File: config.mk
export PLATFORM = sky130hd
export DESIGN_NAME = mfi_seq_check
export DESIGN_NICKNAME = d
export VERILOG_FILES = /design/src/rtl/mfi_check_pkg.sv /design/src/rtl/mfi_retire_slot.sv /design/src/rtl/mfi_seq_check.sv
export SDC_FILE = /design/constraint.sdc
export NUM_CORES = 1
export LEC_CHECK = 0
export ABC_AREA = 1
export ABC_CLOCK_PERIOD_IN_PS = 3300
export CAP_MARGIN = 10
export CORE_AREA = 3 3 144 146
export CTS_CLUSTER_DIAMETER = 30
export DETAILED_ROUTE_END_ITERATION = 10
export DIE_AREA = 0 0 147 149
export DONT_BUFFER_PORTS = 1
export MAX_ROUTING_LAYER = met4
export PLACE_DENSITY = 0.55
export SYNTH_ARGS = -nofsm -noshare
export SYNTH_HDL_FRONTEND = slang
export SYNTH_HIERARCHICAL = 1
export SYNTH_SLANG_ARGS = --single-unit
File: constraint.sdc
create_clock -name clock -period 3.3 [get_ports clock]
set_input_delay 0.33 -clock clock [delete_from_list [all_inputs] [get_ports clock]]
set_output_delay 0.33 -clock clock [all_outputs]
set_load 0.01 [all_outputs]
File: src/rtl/mfi_check_pkg.sv
// Shared types for the MFI multi-retire sequential consistency checker.
package mfi_check_pkg;

  localparam int unsigned MfiXlen = 32;
  localparam int unsigned MfiAw   = 4;
  localparam int unsigned MfiCntw = 8;

  typedef enum logic [1:0] {
    StIdle  = 2'd0,
    StArm   = 2'd1,
    StTrack = 2'd2,
    StDone  = 2'd3
  } chk_state_e;

  typedef enum logic [1:0] {
    FailNone = 2'd0,
    FailSrc1 = 2'd1,
    FailSrc2 = 2'd2,
    FailPc   = 2'd3
  } fail_code_e;

  typedef struct packed {
    chk_state_e           state;
    logic [MfiCntw-1:0]   counter;
    logic                 shadow_vld;
    logic [MfiAw-1:0]     shadow_addr;
    logic [MfiXlen-1:0]   shadow_data;
    logic [MfiXlen-1:0]   last_pc;
  } trk_t;

endpackage

File: src/rtl/mfi_retire_slot.sv
// Combinational per-channel step of the checker: applies one retirement to the tracking state.
// PC continuity checking is compiled in with MFI_PC_CHAIN_EN.
module mfi_retire_slot
  import mfi_check_pkg::*;
#(
  parameter int unsigned TrackLen = 16
) (
  input  trk_t                 i_trk,
  input  logic                 i_valid,
  input  logic                 i_trap,
  input  logic [MfiAw-1:0]     i_src1_addr,
  input  logic [MfiAw-1:0]     i_src2_addr,
  input  logic [MfiAw-1:0]     i_dest_addr,
  input  logic [MfiXlen-1:0]   i_src1_rdata,
  input  logic [MfiXlen-1:0]   i_src2_rdata,
  input  logic [MfiXlen-1:0]   i_dest_wdata,
  input  logic [MfiXlen-1:0]   i_pc_rdata,
  input  logic [MfiXlen-1:0]   i_pc_wdata,
  output trk_t                 o_trk,
  output fail_code_e           o_fail
);

`ifndef MFI_PC_CHAIN_EN
  logic w_unused_pc;
  assign w_unused_pc = ^{i_pc_rdata, i_pc_wdata, i_trk.last_pc};
`endif

  always_comb begin
    o_trk  = i_trk;
    o_fail = FailNone;
    if (i_valid && !i_trap) begin
      case (i_trk.state)
        StArm: begin
          if (i_trk.counter != '0) begin
            o_trk.counter = i_trk.counter - 1'b1;
          end else begin
            o_trk.state      = StTrack;
            o_trk.counter    = MfiCntw'(TrackLen);
            // x0 captures leave nothing to shadow
            o_trk.shadow_vld = (i_dest_addr != '0);
            if (i_dest_addr != '0) begin
              o_trk.shadow_addr = i_dest_addr;
              o_trk.shadow_data = i_dest_wdata;
            end
`ifdef MFI_PC_CHAIN_EN
            o_trk.last_pc = i_pc_wdata;
`endif
          end
        end
        StTrack: begin
          if (i_trk.shadow_vld && (i_src1_addr == i_trk.shadow_addr) &&
              (i_src1_rdata != i_trk.shadow_data)) begin
            o_fail = FailSrc1;
          end else if (i_trk.shadow_vld && (i_src2_addr == i_trk.shadow_addr) &&
                       (i_src2_rdata != i_trk.shadow_data)) begin
            o_fail = FailSrc2;
          end
          if (i_dest_addr == i_trk.shadow_addr) begin
            o_trk.shadow_vld = 1'b0;
          end
`ifdef MFI_PC_CHAIN_EN
          if ((o_fail == FailNone) && (i_pc_rdata != i_trk.last_pc)) begin
            o_fail = FailPc;
          end
          o_trk.last_pc = i_pc_wdata;
`endif
          if (i_trk.counter <= MfiCntw'(1)) begin
            o_trk.counter = '0;
            o_trk.state   = StDone;
          end else begin
            o_trk.counter = i_trk.counter - 1'b1;
          end
        end
        default: ;
      endcase
    end
  end

endmodule

File: src/rtl/mfi_seq_check.sv
// Multi-retire sequential consistency checker: chains NRET retire slots and registers the result.
// Optional PC continuity check enabled by defining MFI_PC_CHAIN_EN.
module mfi_seq_check
  import mfi_check_pkg::*;
#(
  parameter int unsigned NRET      = 2,
  parameter int unsigned XLEN      = MfiXlen,
  parameter int unsigned AW        = MfiAw,
  parameter int unsigned CNTW      = MfiCntw,
  parameter int unsigned TRACK_LEN = 16
) (
  input  logic                    clock,
  input  logic                    reset,
  input  logic                    check_trig,
  input  logic [CNTW-1:0]         check_skip,
  input  logic [NRET-1:0]         mfi_valid,
  input  logic [NRET-1:0]         mfi_trap,
  input  logic [NRET*AW-1:0]      mfi_src1_addr,
  input  logic [NRET*AW-1:0]      mfi_src2_addr,
  input  logic [NRET*AW-1:0]      mfi_dest_addr,
  input  logic [NRET*XLEN-1:0]    mfi_src1_rdata,
  input  logic [NRET*XLEN-1:0]    mfi_src2_rdata,
  input  logic [NRET*XLEN-1:0]    mfi_dest_wdata,
  input  logic [NRET*XLEN-1:0]    mfi_pc_rdata,
  input  logic [NRET*XLEN-1:0]    mfi_pc_wdata,
  output logic [1:0]              chk_state,
  output logic                    chk_fail,
  output logic [1:0]              chk_fail_code,
  output logic [((NRET > 1) ? $clog2(NRET) : 1)-1:0] chk_fail_chan,
  output logic [CNTW-1:0]         chk_remain
);

  localparam int unsigned ChanW = (NRET > 1) ? $clog2(NRET) : 1;

  trk_t             r_trk;
  logic             r_fail;
  fail_code_e       r_fail_code;
  logic [ChanW-1:0] r_fail_chan;

  trk_t             w_trk [NRET+1];
  fail_code_e       w_fail [NRET];
  trk_t             w_trk_nxt;
  fail_code_e       w_fail_code;
  logic [ChanW-1:0] w_fail_chan;

  assign w_trk[0] = r_trk;

  for (genvar k = 0; k < NRET; k++) begin : g_slot
    mfi_retire_slot #(
      .TrackLen(TRACK_LEN)
    ) u_slot (
      .i_trk        (w_trk[k]),
      .i_valid      (mfi_valid[k]),
      .i_trap       (mfi_trap[k]),
      .i_src1_addr  (mfi_src1_addr[k*AW +: AW]),
      .i_src2_addr  (mfi_src2_addr[k*AW +: AW]),
      .i_dest_addr  (mfi_dest_addr[k*AW +: AW]),
      .i_src1_rdata (mfi_src1_rdata[k*XLEN +: XLEN]),
      .i_src2_rdata (mfi_src2_rdata[k*XLEN +: XLEN]),
      .i_dest_wdata (mfi_dest_wdata[k*XLEN +: XLEN]),
      .i_pc_rdata   (mfi_pc_rdata[k*XLEN +: XLEN]),
      .i_pc_wdata   (mfi_pc_wdata[k*XLEN +: XLEN]),
      .o_trk        (w_trk[k+1]),
      .o_fail       (w_fail[k])
    );
  end

  // Slots are inert in IDLE/DONE, so a trigger simply overrides the chain result.
  always_comb begin
    w_trk_nxt = w_trk[NRET];
    if (((r_trk.state == StIdle) || (r_trk.state == StDone)) && check_trig) begin
      w_trk_nxt.state      = StArm;
      w_trk_nxt.counter    = check_skip;
      w_trk_nxt.shadow_vld = 1'b0;
    end
  end

  // Lowest channel wins: scan downwards so channel 0 is applied last.
  always_comb begin
    w_fail_code = FailNone;
    w_fail_chan = '0;
    for (int k = int'(NRET) - 1; k >= 0; k--) begin
      if (w_fail[k] != FailNone) begin
        w_fail_code = w_fail[k];
        w_fail_chan = ChanW'(k);
      end
    end
  end

  always_ff @(posedge clock) begin
    if (!reset) begin
      r_trk       <= '0;
      r_fail      <= 1'b0;
      r_fail_code <= FailNone;
      r_fail_chan <= '0;
    end else begin
      r_trk <= w_trk_nxt;
      if (!r_fail && (w_fail_code != FailNone)) begin
        r_fail      <= 1'b1;
        r_fail_code <= w_fail_code;
        r_fail_chan <= w_fail_chan;
      end
    end
  end

  assign chk_state     = r_trk.state;
  assign chk_fail      = r_fail;
  assign chk_fail_code = r_fail_code;
  assign chk_fail_chan = r_fail_chan;
  assign chk_remain    = r_trk.counter;

endmodule

==> metrics <==
H-tree levels 2; HPWL Detailed 16,900 um; number of max-cap violations 0; Max stage delay on crit path 0.31 ns; register-to-register setup slack 0.27 ns; Vias per Instance 4.41; Initial Util 30.3%; Critical Path End Type flop; Final Skew 0.00672 ns; launching point of the worst reg2reg path chk_remain[0]; Syn-to-layout area delta 13.3%; slowest stage cell, crit path dfxtp_1; Cells after Synth 1,119; Remaining DRCs 0; Hold Buf Count CTS 0; period utilization 92.0%; Core ar. 19,500 um^2; status completed; Die H 149 um; CTS tree built; layout cell share with drive strength beyond 1 8.13%; Chip Width 147 um; Clk pin slew, worst setup/hold paths 0.08 ns; maximum vdd ir drop 0.260 mV; drt first pass iters 5; synthesized area 5910 um^2; Max Buffers Root-to-Sink 2; Post-DRT Antenna Nets 0; CTS Buf Count 5; RePlAce Congestion 0.856; final setup margin 0.265 ns; global-route wire length before repair 31,100 um; routed vias 6,158; Critical Path AT 3.24 ns; CP startpoint kind flop; commonest non-fill, non-tap cells in the layout nand2_1 (437), inv_1 (215), nor2_1 (128); vias in the first global route 5,828; row count 51; Crit Path Max Fanout 6; final WL 20,700 um; worst skew pair latency 0.30 ns; I/O pin cnt 373; average size of a mapped cell 5.28 um^2; Max Clk Rate 330 MHz; pwr dens 322 nW/um^2; Yosys warnings 6; Mapped Nets 1,486; Power Total 2.15 mW; post-route cell area 6700 um^2; drt wl/cell 14.8 um; Final setup viols 0; Worst Max-Slew Pin Slew 0.463 ns; placed inst area 6290 um^2; beginning of the worst hold path reset; post-layout util 34.3%; most common cell after layout, fill and taps aside nand2_1; leakage power 3.43 nW; setup_tns 0 ns; Hold EP r_trk[63]; max_slew headroom 68.9%; WHS Path Cells 2; fin crit period 3.03 ns; worst hold path type input port to flop; Hold Vio Cnt, Final 0; Final Max Tran Viols 0; Critical Path RT 3.50 ns; GRT Residual Overflow 0; antenna violations before repair 1; pre-CTS setup slack 0.0997 ns; initial DRC count 343; Clock Root Buffer clkbuf_16; pin count of the biggest net entering global routing 51; Final #Nets 1,497; Die ar. 21,900 um^2; IO Port Bufs 0; critical path class flop to flop; clock sinks 51; RR Endpoint chk_fail_code[1]; global-route usage over all layers 18.8%; r2r worst-path depth 26
per-stage QoR:
stage	hold slack, ns	instances
final	0.118	1397
after detailed placement	0.434	1381
after global placement	0.429	1381
after CTS	0.110	1389
after floorplan	0.458	1119
after global routing	0.106	1397
critical path: cells and delay by family, from the launching register on:
family	cells	cell delay [ns]
buffers and inverters	5	0.57
adders and majority gates	1	0.19
DFF	1	0.31
and+or+nand+nor	19	1.77
AOI/OAI and AO/OA	1	0.09
registers in the layout, indices dropped and copies added (netlist names):
| signal | cells |
|---|---|
| r_trk | 37 |
| chk_remain | 8 |
| chk_fail_code | 2 |
| chk_state | 2 |
| chk_fail | 1 |
| chk_fail_chan | 1 |
report_power, final:
group,switching [mW],internal (mW),total [mW]
Sequential,0.0241,0.648,0.672
Combinational,0.458,0.323,0.781
Clock,0.265,0.436,0.702
Total,0.748,1.41,2.15
repair_timing:
action                     4_1_cts  5_1_grt
setup endpoints to repair        0       15
gates resized for setup          0       50
buffers inserted                 0        4
how the worst max path moves through the flow:
stage	endpoint	from	depth (start not counted)	slack, ns
floorplan	chk_remain[5]	chk_state[0]	19	0.58
global route	chk_fail_code[1]	chk_remain[0]	25	-0.02
global placement	chk_fail_code[1]	chk_remain[0]	24	0.12
finish	chk_fail_code[1]	chk_remain[0]	26	0.27
detailed placement	chk_fail_code[1]	chk_remain[0]	24	0.1
CTS	chk_fail_code[0]	chk_remain[0]	25	0.07
metal layers:
metal  wire (um)  up-vias  global-route usage [%]
met5           0        -                       -
met4         206        0                    2.94
met3        1970       11                    6.29
met2        9050      203                    29.2
met1        9490     2638                    24.2
li1            -     3306                       -
cell type report:
cell class / count / area [um^2]
Timing Repair Buffer: 36 / 383
Clock buffer: 6 / 129
Multi-Input combinational cell: 815 / 3940
Clock inverter: 2 / 60.1
Sequential cell: 51 / 1020
Fill cell: 2206 / 12800
Inverter: 221 / 835
Antenna cell: 1 / 2.50
Tap cell: 265 / 332
Note: power is estimated with default switching activity, not from simulation.
